--- config.mk ---
export PLATFORM = sky130hd
export DESIGN_NAME = uart_midi_tx
export DESIGN_NICKNAME = d
export VERILOG_FILES = /design/src/rtl/uart_midi_tx.sv
export SDC_FILE = /design/constraint.sdc
export NUM_CORES = 1
export LEC_CHECK = 0
export BUFFER_PORTS_ARGS = -buffer_cell sky130_fd_sc_hd__buf_2
export CAP_MARGIN = 40
export CORE_ASPECT_RATIO = 1.2
export CORE_MARGIN = 1.5
export CORE_UTILIZATION = 61
export CTS_CLUSTER_DIAMETER = 60
export DETAILED_ROUTE_END_ITERATION = 12
export PLACE_DENSITY = 0.79
export SYNTH_ARGS = -nofsm -noshare
export SYNTH_HDL_FRONTEND = slang
export SYNTH_SLANG_ARGS = --single-unit
--- constraint.sdc ---
create_clock -name clk_in -period 4.1 [get_ports clk_in]
set_clock_uncertainty 0.2 [all_clocks]
set_input_delay 0.205 -clock clk_in [delete_from_list [all_inputs] [get_ports clk_in]]
set_output_delay 0.205 -clock clk_in [all_outputs]
set_load 0.01 [all_outputs]
--- src/rtl/uart_midi_tx.sv ---
// uart_midi_tx
// Serializes one packed MIDI message per valid/ready handshake onto an 8N1
// UART line, LSB first. The status byte sets how many bytes the message has,
// so only those bytes are sent. Data bytes always go out with bit 7 cleared.
// A status byte with bit 7 clear is rejected: nothing is sent and error_out
// pulses one cycle later.
//
// Ports:
//   clk_in     : system clock, rising edge
//   rst_in     : synchronous active-high reset
//   valid_in   : a message is offered on midi_bytes
//   midi_bytes : [23:16] status, [15:8] data1, [7:0] data2
//   ready_out  : block can accept a message (registered)
//   tx_out     : UART line, idles high (registered)
//   done_out   : one-cycle pulse when the final stop bit completes
//   error_out  : one-cycle pulse after an invalid status byte is accepted
module uart_midi_tx #(
   parameter int CLK_HZ     = 98_333_333,
   parameter int BAUD       = 31_250,
   parameter int MIDI_BYTES = 24
) (
   input  logic                  clk_in,
   input  logic                  rst_in,
   input  logic                  valid_in,
   input  logic [MIDI_BYTES-1:0] midi_bytes,
   output logic                  ready_out,
   output logic                  tx_out,
   output logic                  done_out,
   output logic                  error_out
);

   localparam int CPB = CLK_HZ / BAUD;
   localparam int CW  = (CPB > 1) ? $clog2(CPB) : 1;
   localparam logic [CW-1:0] CNT_LAST = CW'(CPB - 1);

   typedef enum logic [1:0] {
      IDLE,
      START,
      DATA,
      STOP
   } state_t;

   state_t                state;
   logic [CW-1:0]         cnt;
   logic [2:0]            bit_idx;
   logic [1:0]            byte_idx;
   logic [1:0]            last_idx;
   logic [MIDI_BYTES-1:0] msg_q;
   logic                  err_pending;
   logic [7:0]            cur_byte;
   logic [2:0]            next_bit;

   // Index of the final byte (message length minus one) for a valid status.
   function automatic logic [1:0] last_index(input logic [7:0] status);
      logic [1:0] idx;
      idx = 2'd0;
      case (status[7:4])
         4'h8, 4'h9, 4'hA, 4'hB, 4'hE: idx = 2'd2;
         4'hC, 4'hD:                   idx = 2'd1;
         4'hF: begin
            if (status == 8'hF1 || status == 8'hF3)
               idx = 2'd1;
            else if (status == 8'hF2)
               idx = 2'd2;
            else
               idx = 2'd0;
         end
         default:                      idx = 2'd0;
      endcase
      return idx;
   endfunction

   // Byte currently on the wire; data bytes lose their top bit so a corrupt
   // data value can never be mistaken for a status byte downstream.
   always_comb begin
      cur_byte = msg_q[23:16];
      case (byte_idx)
         2'd0:    cur_byte = msg_q[23:16];
         2'd1:    cur_byte = msg_q[15:8] & 8'h7F;
         default: cur_byte = msg_q[7:0] & 8'h7F;
      endcase
   end

   assign next_bit = bit_idx + 3'd1;

   // Frame sequencer. tx_out is loaded with the value of the upcoming bit on
   // the same edge the state changes, so the line is fully registered and
   // the start bit appears on the accept edge itself.
   always_ff @(posedge clk_in) begin
      if (rst_in) begin
         state       <= IDLE;
         cnt         <= '0;
         bit_idx     <= '0;
         byte_idx    <= '0;
         last_idx    <= '0;
         msg_q       <= '0;
         err_pending <= 1'b0;
         ready_out   <= 1'b1;
         tx_out      <= 1'b1;
         done_out    <= 1'b0;
         error_out   <= 1'b0;
      end else begin
         done_out    <= 1'b0;
         error_out   <= err_pending;
         err_pending <= 1'b0;
         case (state)
            IDLE: begin
               ready_out <= 1'b1;
               tx_out    <= 1'b1;
               if (valid_in && ready_out) begin
                  cnt      <= '0;
                  bit_idx  <= '0;
                  byte_idx <= '0;
                  if (midi_bytes[23]) begin
                     msg_q     <= midi_bytes;
                     last_idx  <= last_index(midi_bytes[23:16]);
                     state     <= START;
                     ready_out <= 1'b0;
                     tx_out    <= 1'b0;
                  end else begin
                     err_pending <= 1'b1;
                  end
               end
            end
            START: begin
               if (cnt == CNT_LAST) begin
                  cnt     <= '0;
                  bit_idx <= '0;
                  state   <= DATA;
                  tx_out  <= cur_byte[0];
               end else begin
                  cnt <= cnt + 1'b1;
               end
            end
            DATA: begin
               if (cnt == CNT_LAST) begin
                  cnt <= '0;
                  if (bit_idx == 3'd7) begin
                     bit_idx <= '0;
                     state   <= STOP;
                     tx_out  <= 1'b1;
                  end else begin
                     bit_idx <= next_bit;
                     tx_out  <= cur_byte[next_bit];
                  end
               end else begin
                  cnt <= cnt + 1'b1;
               end
            end
            STOP: begin
               if (cnt == CNT_LAST) begin
                  cnt     <= '0;
                  bit_idx <= '0;
                  if (byte_idx < last_idx) begin
                     byte_idx <= byte_idx + 1'b1;
                     state    <= START;
                     tx_out   <= 1'b0;
                  end else begin
                     byte_idx  <= '0;
                     state     <= IDLE;
                     ready_out <= 1'b1;
                     done_out  <= 1'b1;
                     tx_out    <= 1'b1;
                  end
               end else begin
                  cnt <= cnt + 1'b1;
               end
            end
            default: begin
               state     <= IDLE;
               ready_out <= 1'b1;
               tx_out    <= 1'b1;
            end
         endcase
      end
   end

endmodule

Word level (Yosys, flattened, before mapping)
Cells that the tools add are included.
W data, S select, Z words.

word-level totals
  register bits = 50
  input port bits = 27
  output and inout port bits = 4
  word-level logic and storage cells = 99

cells by class
  add/subtract/negate cells = 3
  $lt $le $gt $ge = 2
  equal/unequal tests = 25
  multiplexer cells = 37
  bitwise operators = 4
  reductions and logical operators = 17

operator list
  operator                 number
  $eq A4 B4 Y1 const B     8
  $eq A8 B8 Y1 const B     3
  $mux W12                 2
  $pmux W12 S2             1
  $mux W2                  11
  $pmux W8 S2              1
  $reduce_and A3 Y1        5
  $ne A2 B2 Y1 const B     7
  $add A12 B1 Y12 const B  1
  $eq A12 B12 Y1 const B   1
  $mux W3                  4
  $mux W1                  11
  $pmux W3 S3              1
  $reduce_or A3 Y1         3
  $pmux W2 S4              1
  $pmux W2 S3              1
  $reduce_and A6 Y1        1
  $reduce_or A5 Y1         1
  $eq A2 B1 Y1 const B     2
  $eq A2 B2 Y1 const B     2
  $logic_not A2 Y1         2
  $lt A3 B4 Y1 const B     1
  $not A1 Y1               4
  $pmux W1 S4              1
  12 further kinds         13

Logic depth before layout (Yosys ltp)
Gate-level depths: netlist of the first run.

  word-level depth = 7
  gate-level depth with buffers = 8

Worst setup path after synthesis of the first run
No wires, ideal clock.

  path kind = register to register
  start = register byte_idx[0]
  end = register tx_out
  library setup time = 127 ps
  arrival = 1528 ps
  required time = 3773 ps
  slack = 2244 ps
  stages on the path, launching flop included = 9
  path buffers = 1
  clock period less this slack = 1856 ps
  cell sequence = dfxtp_1 -> inv_1 -> ha_1 -> clkbuf_1 -> a22o_1 -> o21ai_1 -> nand3_1 -> a221oi_1 -> o21ai_1

between the ends
  word-level cells in the longest chain between the ends = 7

RTL lines
  what                                              line  RTL
  from (decl)                                       46    logic [1:0] byte_idx;
  from (signal assigned)                            155   byte_idx <= byte_idx + 1'b1;
  $eq A2 B1 Y1 or $logic_not A2 Y1 (tied branches)  77    case (byte_idx)
  $pmux W8 S2                                       77
  $bmux W1 S3                                       144   tx_out <= cur_byte[next_bit];
  $mux W1 (implied by the code)                     144
  $mux W1                                           138   if (bit_idx == 3'd7) begin
  $mux W1                                           136   if (cnt == CNT_LAST) begin
  $pmux W1 S4 *                                     106   case (state)
  to (signal assigned)                              130   tx_out <= cur_byte[0];
  to (signal assigned)                              144
  to (decl)                                         27    output logic tx_out,

Mark *: on every way between the ends. The rest lies on a longest branch, timed or not. The select of a mux whose other input is x is not followed.
A chain may end at the register's enable or synchronous reset.

Worst setup path after layout of the first run
  start = register state[1]
  end = register cnt[11]

between the ends
  word-level cells in the longest chain between the ends = 3

RTL lines
  what                                          line  RTL
  from (decl)                                   43    state_t state;
  from (signal assigned)                        91    state <= IDLE;
  from (signal assigned)                        117   state <= START;
  from (signal assigned)                        129   state <= DATA;
  $eq A2 B2 Y1 or $eq A2 B1 Y1 (tied branches)  106
  $reduce_or A3 Y1 (no source line)             --
  $pmux W12 S2                                  106
  to (signal assigned)                          132   cnt <= cnt + 1'b1;
  to (signal assigned)                          147   cnt <= cnt + 1'b1;
  to (signal assigned)                          166   cnt <= cnt + 1'b1;
  to (decl)                                     44    logic [CW-1:0] cnt;

Several ways; a longest one is shown, not always the timed one.

==> impl_metrics.csv, run 1 <==
group,metric,value,unit
outcome,status,"finished clean",
timing,max-slew-margin-rel,38.7,%
yosys,yosysWarningCount,0,
yosys,synth.area.top_cells,"dfxtp_1 (39%), nand2_1 (9.1%), a21oi_1 (7.4%), ha_1 (5.6%), a311oi_1 (3.6%)",
yosys,syn_inst,302,
die,start_util,62.8,%
clock_network,cts-root-buf,"clkbuf_8",
setup_path,r2r_slack,1670,ps
setup_path,arrival,2430,ps
global_routing,grt_overflow,0,
setup_path,cp_slowest_cell,"a31oi_2",
global_routing,grt_pass1_wl,8.98,mm
finish,final_util,74.0,%
yosys,synth_top_family_by_area,"simple AND/OR/NAND/NOR gates",
place,dp_worst_setup_slack,1720,ps
timing,rsz0062_at_grt,"false",
timing,setup_violations,0,
yosys,async_flop_share,0,%
clock_network,clk_path_buf_depth,2,
place,hpwl,3.60,mm
timing,maxSlewViolCount,0,
timing,holdWs,104,ps
die,core_region_area,3880,um^2
yosys,synth_edf_count,0,
clock_network,clock_sinks,48,
global_routing,antenna_found_initial,0,
setup_path,cp_max_fo,21,
drt,detail_route.first_pass.iterations,4,
yosys,ys_seq_area_share,39.4,%
setup_path,crit_required,4100,ps
yosys,synth_compound_area_share,24.1,%
drt,vias_per_cell,5.79,
yosys,synth_most_common_cell,"nand2_1",
drt,totalWireLength,5.47,mm
yosys,syn_avg_cell_area,8.07,um^2
finish,diodes,0,
global_routing,grt_pass1_vias,2028,
yosys,yosys.area_share.simple,24.2,%
die,die_w,60.7,um
yosys,syn_area,2440,um^2
setup_path,path_buf_inv,1,
timing,report.final.hold_viol_count,0,
pwr,total_power,1.23,mW
drt,ant_nets,0,
finish,postLayoutCellArea,2870,um^2
global_routing,grtUsageTotal,26.4,%
timing,setup_ws,1670,ps
clock_network,path_clk_slew,90,ps
setup_path,max_stage_delay,770,ps
place,gp_congestion,0.819,
min_path,min_path_type,"in -> reg",
finish,area.growth.synth_to_final,17.8,%
pwr,peakVddDrop,0.271,mV
place,placed_cells,369,
yosys,yosysUniqueCellTypes,44,
timing,tns,0,ps
place,placed_area,2580,um^2
pwr,power_density,428,nW/um^2
die,io_pins,31,
yosys,syn-num-nets,340,
drt,initialDrtViolationCount,180,
timing,period_minus_slack,2430,ps
yosys,synth_commonest_cells,"nand2_1 (59), dfxtp_1 (48), a21oi_1 (36)",
yosys,synth_fa_ha_area_share,5.65,%
yosys,synth_top_area_share,39.4,%
drt,num_vias,2300,
clock_network,ctsHtreeMaxLevel,2,
setup_path,critPathKind,"reg -> reg",
timing,fin_crit_sh,59.3,%
pwr,p_leak,1.07,nW
setup_path,cp_cell_sequence,"inv_1, ha_1, a31oi_2, o21ai_0, a311oi_1",
setup_path,cp_top_family,"compound AO/OA/AOI/OAI gates",
clock_network,cts_buffers,5,
place,port_buffers,28,
yosys,ys_ff_latch,48,
clock_network,clock_latency,300,ps
finish,layout.nets,381,
finish,drive_gt1_share,12.5,%
yosys,synth-main-ff-cell,"dfxtp_1",
setup_path,end_kind,"register",
die,rows,25,
setup_path,critPathLaunchType,"register",
drt,drcViolationCount,0,
die,fp.dieH,72.2,um
clock_network,tritoncts,"done",
finish,finalNonFillerCells,397,
run,maxCapViolCount,0,
yosys,yosys.area_share.xor_xnor,0,%
timing,fmax,411,MHz
yosys,synth_mux_area_share,0.821,%
global_routing,grt_max_degree,51,
die,die_area,4390,um^2
timing,tightest_slew,919,ps
yosys,yosys.area.top_type,"dfxtp_1",
drt,wire_per_inst,13.8,um
-- timing repair --
item                      CTS  global route
hold buffers               21             0
resized for setup           0             0
hold endpoints to repair   21             0
setup buffers               0             0
-- state kept, by name, indices dropped and copies added (netlist names), 2 cells and up --
| register | flops |
|---|---|
| msg_q | 22 |
| cnt | 12 |
| bit_idx | 3 |
| byte_idx | 2 |
| last_idx | 2 |
| state | 2 |
-- worst reg2reg max path, delay by kind of cell, from the launching register on --
kind	cells	cell delay [ps]
AOI/OAI and AO/OA	3	1290
buffers and inverters	1	80
DFF	1	410
adders and majority gates	1	350
-- final timing paths --
| path | from | to | depth (start not counted) |
|---|---|---|---|
| max | state[1]$_SDFFE_PP0P_ | cnt[11]$_SDFFE_PP0P_ | 5 |
| min | valid_in | err_pending$_SDFF_PP0_ | 3 |
| max reg2reg | state[1]$_SDFFE_PP0P_ | cnt[11]$_SDFFE_PP0P_ | 5 |
| min reg2reg | err_pending$_SDFF_PP0_ | error_out$_SDFF_PP0_ | 1 |
-- final cells by class --
cell class	instances	area (um^2)
Clock buffer	6	72.6
Tap cell	54	67.6
Sequential cell	48	961
Inverter	15	56.3
Clock inverter	1	5.00
Multi-Input combinational cell	222	1340
Timing Repair Buffer	51	373
Fill cell	342	1010
-- layer usage --
layer / part of all wire (%) / track usage [%] / up-vias
li1: - / - / 1172
met1: 45 / 33.0 / 1066
met2: 50 / 44.4 / 51
met3: 3.4 / 5.17 / 11
met4: 1.8 / 9.66 / 0
met5: 0 / 0 / -
-- cell families (layout without fill, tap and decap cells) --
group	Yosys count	after routing
and+or+nand+nor	119	119
AOI/OAI and AO/OA	90	90
DFF	48	48
buffers and inverters	32	73
adders and majority gates	11	11
muxes	2	2
-- layout by cell type, fill, tap and decap left out, types with 3 or more instances in the layout --
cell type | synthesis | final
nand2_1 | 59 | 59
a311oi_1 | 10 | 10
a211oi_1 | 5 | 5
a221oi_1 | 4 | 4
o31ai_1 | 3 | 3
a21oi_1 | 36 | 36
o21ai_1 | 7 | 7
and2_1 | 3 | 3
nor2_1 | 16 | 16
buf_2 | 1 | 28
a31oi_1 | 4 | 4
nor3_1 | 6 | 6
nand3_1 | 10 | 10
clkbuf_8 | 0 | 5
dfxtp_1 | 48 | 48
inv_1 | 15 | 15
nand4_1 | 6 | 6
o21ai_0 | 5 | 5
ha_1 | 11 | 11
dlygate4sd3_1 | 0 | 21
nand2b_1 | 4 | 4
-- report_power, final --
part / internal (mW) / switching (mW)
combinational: 0.160 / 0.257
clock: 0.116 / 0.147
sequential: 0.514 / 0.0349
(Power assumes the default switching activity.)
==> inputs of run 2 (changes only) <==
Settings changed: ABC_AREA set to 1, CORE_UTILIZATION 61 to 52, PLACE_DENSITY 0.79 to 0.72.
Clock period 4.1 ns to 2 ns, I/O delays scaled along.
==> impl_metrics.csv, run 2 <==
group,metric,value,unit
outcome,status,"finished clean",
drt,wire_per_inst,12.6,um
setup_path,r2r_slack,140,ps
drt,top_layer_used,"met4",
clock_network,clk_path_buf_depth,2,
global_routing,grt_pass1_wl,10.1,mm
yosys,synth_commonest_cells,"nand2_1 (69), nor2_1 (57), dfxtp_1 (48)",
run,maxCapViolCount,0,
die,fp.dieH,78.9,um
place,hpwl,3.94,mm
setup_path,max_stage_delay,370,ps
timing,setup_violations,0,
setup_path,end_kind,"register",
drt,vias_per_cell,5.19,
place,gp_congestion,0.907,
pwr,power_frac_clock,24.1,%
pwr,peakVddDrop,0.603,mV
finish,postLayoutCellArea,3060,um^2
min_path,min_path_type,"in -> reg",
drt,detail_route.first_pass.iterations,6,
setup_path,cp_slowest_cell,"or3_1",
timing,tightest_slew,312,ps
clock_network,cts_buffers,5,
yosys,synth.area.top_cells,"dfxtp_1 (38%), nand2_1 (10%), nor2_1 (8.6%), o21ai_0 (6.6%), ha_1 (5.5%)",
global_routing,antenna_found_initial,0,
global_routing,grt_max_degree,23,
finish,area.growth.synth_to_final,22.7,%
place,port_buffers,28,
yosys,synth_top_area_share,38.5,%
setup_path,crit_cells,9,
drt,met1_length,2.59,mm
setup_path,r2r_start,"state[0]$_SDFFE_PP0P_",
clock_network,path_clk_slew,90,ps
clock_network,cts_setup_buffers,0,
setup_path,r2r_end,"bit_idx[1]$_SDFFE_PP0P_",
pwr,p_switching,1.18,mW
drt,initialDrtViolationCount,140,
drt,totalWireLength,5.89,mm
global_routing,grt_overflow,0,
pwr,p_int,2.00,mW
yosys,syn_avg_cell_area,7.03,um^2
global_routing,grtUsageTotal,25.1,%
finish,diodes,0,
finish,final_util,66.7,%
yosys,ys_ff_latch,48,
place,placed_area,2700,um^2
finish,largest-register,"msg_q",
clock_network,cts-root-buf,"clkbuf_8",
finish,drive_gt1_share,17.4,%
yosys,yosysUniqueCellTypes,37,
drt,num_vias,2423,
yosys,synth_most_common_cell,"nand2_1",
timing,fmax,538,MHz
clock_network,tritoncts,"done",
drt,drcViolationCount,0,
setup_path,critPathKind,"reg -> reg",
finish,layout.nets,446,
clock_network,ctsHtreeMaxLevel,2,
setup_path,r2r_cells,9,
pwr,seqPwrFrac,38.7,%
setup_path,cp_top_family,"simple AND/OR/NAND/NOR gates",
finish,final_cell_mix,"nand2_1 (69), nor2_1 (57), dfxtp_1 (47)",
timing,setup_ws,143,ps
die,core_region_area,4590,um^2
setup_path,critPathLaunchType,"register",
die,die_area,5230,um^2
die,die_w,66.3,um
clock_network,clock_sinks,48,
pwr,swShare,37.0,%
setup_path,cp_max_fo,5,
die,rows,27,
timing,maxSlewViolCount,0,
yosys,yosys.area.top_type,"dfxtp_1",
yosys,synth_edf_count,0,
yosys,yosysWarningCount,0,
timing,max-slew-margin-rel,79.0,%
global_routing,grt_pass1_vias,2277,
setup_path,endpoint,"bit_idx[1]$_SDFFE_PP0P_",
setup_path,startpoint,"state[0]$_SDFFE_PP0P_",
pwr,power_density,1040,nW/um^2
place,dp_worst_setup_slack,125,ps
finish,largest_reg_flops,22,
clock_network,clock_latency,300,ps
yosys,async_flop_share,0,%
setup_path,path_buf_inv,2,
die,io_pins,31,
timing,report.final.hold_viol_count,0,
pwr,total_power,3.18,mW
yosys,synth-main-ff-cell,"dfxtp_1",
setup_path,arrival,1840,ps
yosys,ys_seq_area_share,38.5,%
setup_path,cp_cell_sequence,"inv_1, ha_1, or3_1, nand2_2, inv_2, nor2_4, o21ai_1, o21ai_0, nor2_1",
drt,ant_nets,0,
die,start_util,54.4,%
yosys,syn_area,2500,um^2
pwr,p_leak,1.30,nW
drt,met3_length,196,um
timing,period_minus_slack,1860,ps
yosys,syn_inst,355,
timing,rsz0062_at_grt,"true",
finish,top_regs,"msg_q (22), cnt (12), bit_idx (3)",
pwr,p_comb_share,37.1,%
setup_path,crit_required,1990,ps
finish,layout_commonest_cell,"nand2_1",
timing,fin_crit_sh,92.9,%
yosys,syn-num-nets,393,
drt,wl_met2,3.00,mm
-- run 2: cell count changes in the layout (fill, tap and decap cells not counted), moves of 6 or more --
cell	before	now
nand2_1	59	69
inv_2	0	6
nor2_1	16	57
a21oi_1	36	22
inv_1	15	31
o21ai_0	5	33
a311oi_1	10	0
nand3_1	10	24
-- run 2: power groups by stage --
stage	clock [mW]	combinational [mW]	sequential, mW
2_1_floorplan	0	0.891	1.23
3_3_place_gp	0	1.12	1.25
3_5_place_dp	0	1.14	1.25
4_1_cts	0.782	1.18	1.23
5_1_grt	0.822	1.36	1.25
6_report	0.767	1.18	1.23
-- run 2: worst min-delay path by stage --
stage / startpoint / end / slack [ps] / cells after the start
floorplan: midi_bytes[23] / err_pending$_SDFF_PP0_ / -20 / 1
detailed placement: midi_bytes[6] / msg_q[6]$_SDFFE_PP0P_ / 130 / 3
global route: rst_in / cnt[9]$_SDFFE_PP0P_ / 70 / 3
global placement: midi_bytes[10] / msg_q[10]$_SDFFE_PP0P_ / 120 / 3
finish: rst_in / ready_out$_SDFFE_PP1P_ / 60 / 4
CTS: rst_in / ready_out$_SDFFE_PP1P_ / 50 / 4
-- run 2: routing by layer --
| metal | global-route usage, % | vias up |
|---|---|---|
| met5 | 0 | - |
| met4 | 9.80 | 0 |
| met2 | 45.4 | 53 |
| met1 | 28.6 | 1098 |
| li1 | - | 1264 |
| met3 | 4.39 | 8 |
-- run 2: timing repair --
item,4_1_cts,5_1_grt
gates resized for setup,0,3
hold buffers,23,0
endpoints found under the setup margin,0,7
endpoints found under the hold margin,24,0
-- run 2: worst min-delay path, delay by kind of cell --
| kind | cells | cell delay (ps) |
|---|---|---|
| buf+inv | 3 | 340 |
| compound gates | 1 | 90 |
-- run 2: cell families (layout without fill, tap and decap cells) --
kind of cell | Yosys count | count (layout) | synth area share (%)
AO/OA/AOI/OAI | 74 | 74 | 16.6
adder cells (fa/ha/maj) | 11 | 11 | 5.51
buffers and inverters | 48 | 102 | 7.72
flip-flops | 48 | 48 | 38.5
AND/OR/NAND/NOR | 174 | 174 | 31.7
-- run 2: layout make-up --
type | instances | area (um^2)
multi-input combinational | 259 | 1350
inverter | 37 | 139
timing repair buffer | 57 | 415
tap | 58 | 72.6
fill | 417 | 1530
clock inverter | 1 | 30.0
sequential | 48 | 962
clock buffer | 7 | 96.3
-- run 2: stage by stage --
step	setup TNS, ps	std cells	hold slack, ps
2_1_floorplan	0	355	-22.5
3_3_place_gp	0	436	120
3_5_place_dp	0	436	127
4_1_cts	0	467	49.8
5_1_grt	-15.7	467	68.8
6_report	0	467	57.4
==> inputs of run 3 (changes only) <==
Settings changed: CORE_ASPECT_RATIO 1.2 to 0.7.
==> impl_metrics.csv, run 3 (synthesis results as in run 2) <==
group,metric,value,unit
setup_path,end_kind,"register",
setup_path,cp_cell_sequence,"inv_1, ha_1, inv_2, nand2_1, inv_1, o21ai_0, a21oi_1",
global_routing,antenna_found_initial,0,
finish,layout_commonest_cell,"nand2_1",
setup_path,crit_top_cell,"inv_1",
finish,largest-register,"msg_q",
global_routing,grt_pass1_vias,2225,
drt,detail_route.first_pass.iterations,5,
die,die_w,85.8,um
drt,vias_per_cell,5.24,
clock_network,cts-root-buf,"clkbuf_8",
global_routing,grt_pass1_wl,10.3,mm
die,io_pins,31,
drt,initialDrtViolationCount,213,
drt,drcViolationCount,0,
finish,layout.nets,448,
pwr,peakVddDrop,0.815,mV
clock_network,path_clk_slew,100,ps
timing,period_minus_slack,1860,ps
pwr,p_leak,1.30,nW
drt,totalWireLength,6.06,mm
finish,final_cell_mix,"nand2_1 (69), nor2_1 (57), dfxtp_1 (47)",
pwr,power_density,1040,nW/um^2
clock_network,cts_buffers,5,
global_routing,grtUsageTotal,25.9,%
setup_path,critPathKind,"reg -> reg",
pwr,total_power,3.20,mW
finish,fillCellCount,384,
timing,fin_crit_sh,93.0,%
timing,maxSlewViolCount,0,
finish,largest_reg_flops,22,
setup_path,crit_required,2050,ps
setup_path,arrival,1910,ps
place,gp_congestion,0.840,
timing,report.final.hold_viol_count,0,
drt,num_vias,2443,
global_routing,grt_overflow,0,
clock_network,clock_sinks,48,
finish,area.growth.synth_to_final,22.9,%
timing,tightest_slew,334,ps
finish,top_regs,"msg_q (22), cnt (12), bit_idx (3)",
timing,setup_violations,0,
die,die_area,5230,um^2
clock_network,tritoncts,"done",
drt,wire_per_inst,13.0,um
place,port_buffers,28,
min_path,min_path_type,"in -> reg",
run,maxCapViolCount,0,
setup_path,cp_max_fo,8,
clock_network,cts_setup_buffers,0,
setup_path,cp_slowest_cell,"dfxtp_1",
outcome,status,"finished clean",
setup_path,max_stage_delay,400,ps
timing,rsz0062_at_grt,"false",
die,start_util,55.8,%
timing,fmax,538,MHz
setup_path,critPathLaunchType,"register",
die,fp.dieH,61.0,um
clock_network,clk_path_buf_depth,2,
die,rows,20,
clock_network,ctsHtreeMaxLevel,2,
drt,ant_nets,0,
timing,max-slew-margin-rel,77.7,%
place,hpwl,4.34,mm
clock_network,clock_latency,310,ps
finish,drive_gt1_share,17.8,%
finish,diodes,0,
die,core_region_area,4480,um^2
global_routing,grt_max_degree,23,
timing,tns,0,ps
==> run 3: final timing paths <==
path	start	cells after the start	to	slack, ps
max reg2reg	state[1]$_SDFFE_PP0P_	7	cnt[3]$_SDFFE_PP0P_	140
min reg2reg	err_pending$_SDFF_PP0_	2	error_out$_SDFF_PP0_	230
min	rst_in	4	ready_out$_SDFFE_PP1P_	20
max	state[1]$_SDFFE_PP0P_	7	cnt[3]$_SDFFE_PP0P_	140
==> run 3: cell type report <==
| cell class | count | area, um^2 | share of cell area [%] |
|---|---|---|---|
| well taps | 55 | 68.8 | 2.24 |
| repair buffers | 59 | 430 | 14.0 |
| flip-flops and latches | 48 | 962 | 31.3 |
| clock inverters | 3 | 46.3 | 1.51 |
| clock buffers | 5 | 68.8 | 2.24 |
| inverters | 37 | 139 | 4.53 |
| multi-input cells | 259 | 1350 | 44.1 |
==> run 3: worst max-delay path: cells and delay by family (launching register included) <==
kind | cells | cell delay, ps
buffers and inverters | 3 | 560
AOI/OAI and AO/OA | 2 | 260
adders and majority gates | 1 | 250
DFF | 1 | 400
and+or+nand+nor | 1 | 140
==> run 3: power breakdown <==
part	leakage, nW	internal, mW	switching, mW
combinational	0.857	0.460	0.774
sequential	0.392	1.12	0.118
clock	0.0548	0.377	0.351
total	1.30	1.96	1.24
==> run 3: what timing repair did <==
item                                    4_1_cts  5_1_grt
endpoints found under the setup margin        0        4
endpoints found under the hold margin        24        0
hold buffers                                 23        0
gates resized for setup                       0        4
==> run 3: through the flow <==
step	std cells	cell area, um^2	utilization (%)	hold WS, ps	worst slack [ps]
after floorplan	355	2500	-	-22.5	230
after global placement	435	2710	60.6	119	175
after detailed placement	435	2710	60.6	126	132
after CTS	466	3060	68.3	19.5	119
after global routing	466	3070	68.5	15.6	0.342
final	466	3070	68.5	18.1	140
==> run 3: layer usage <==
metal	vias up	GRT usage (%)	share of wire, %
li1	1268	-	-
met1	1087	39.3	56
met2	78	37.1	37
met3	10	4.63	5.9
met4	0	8.06	1.2
met5	-	0	0
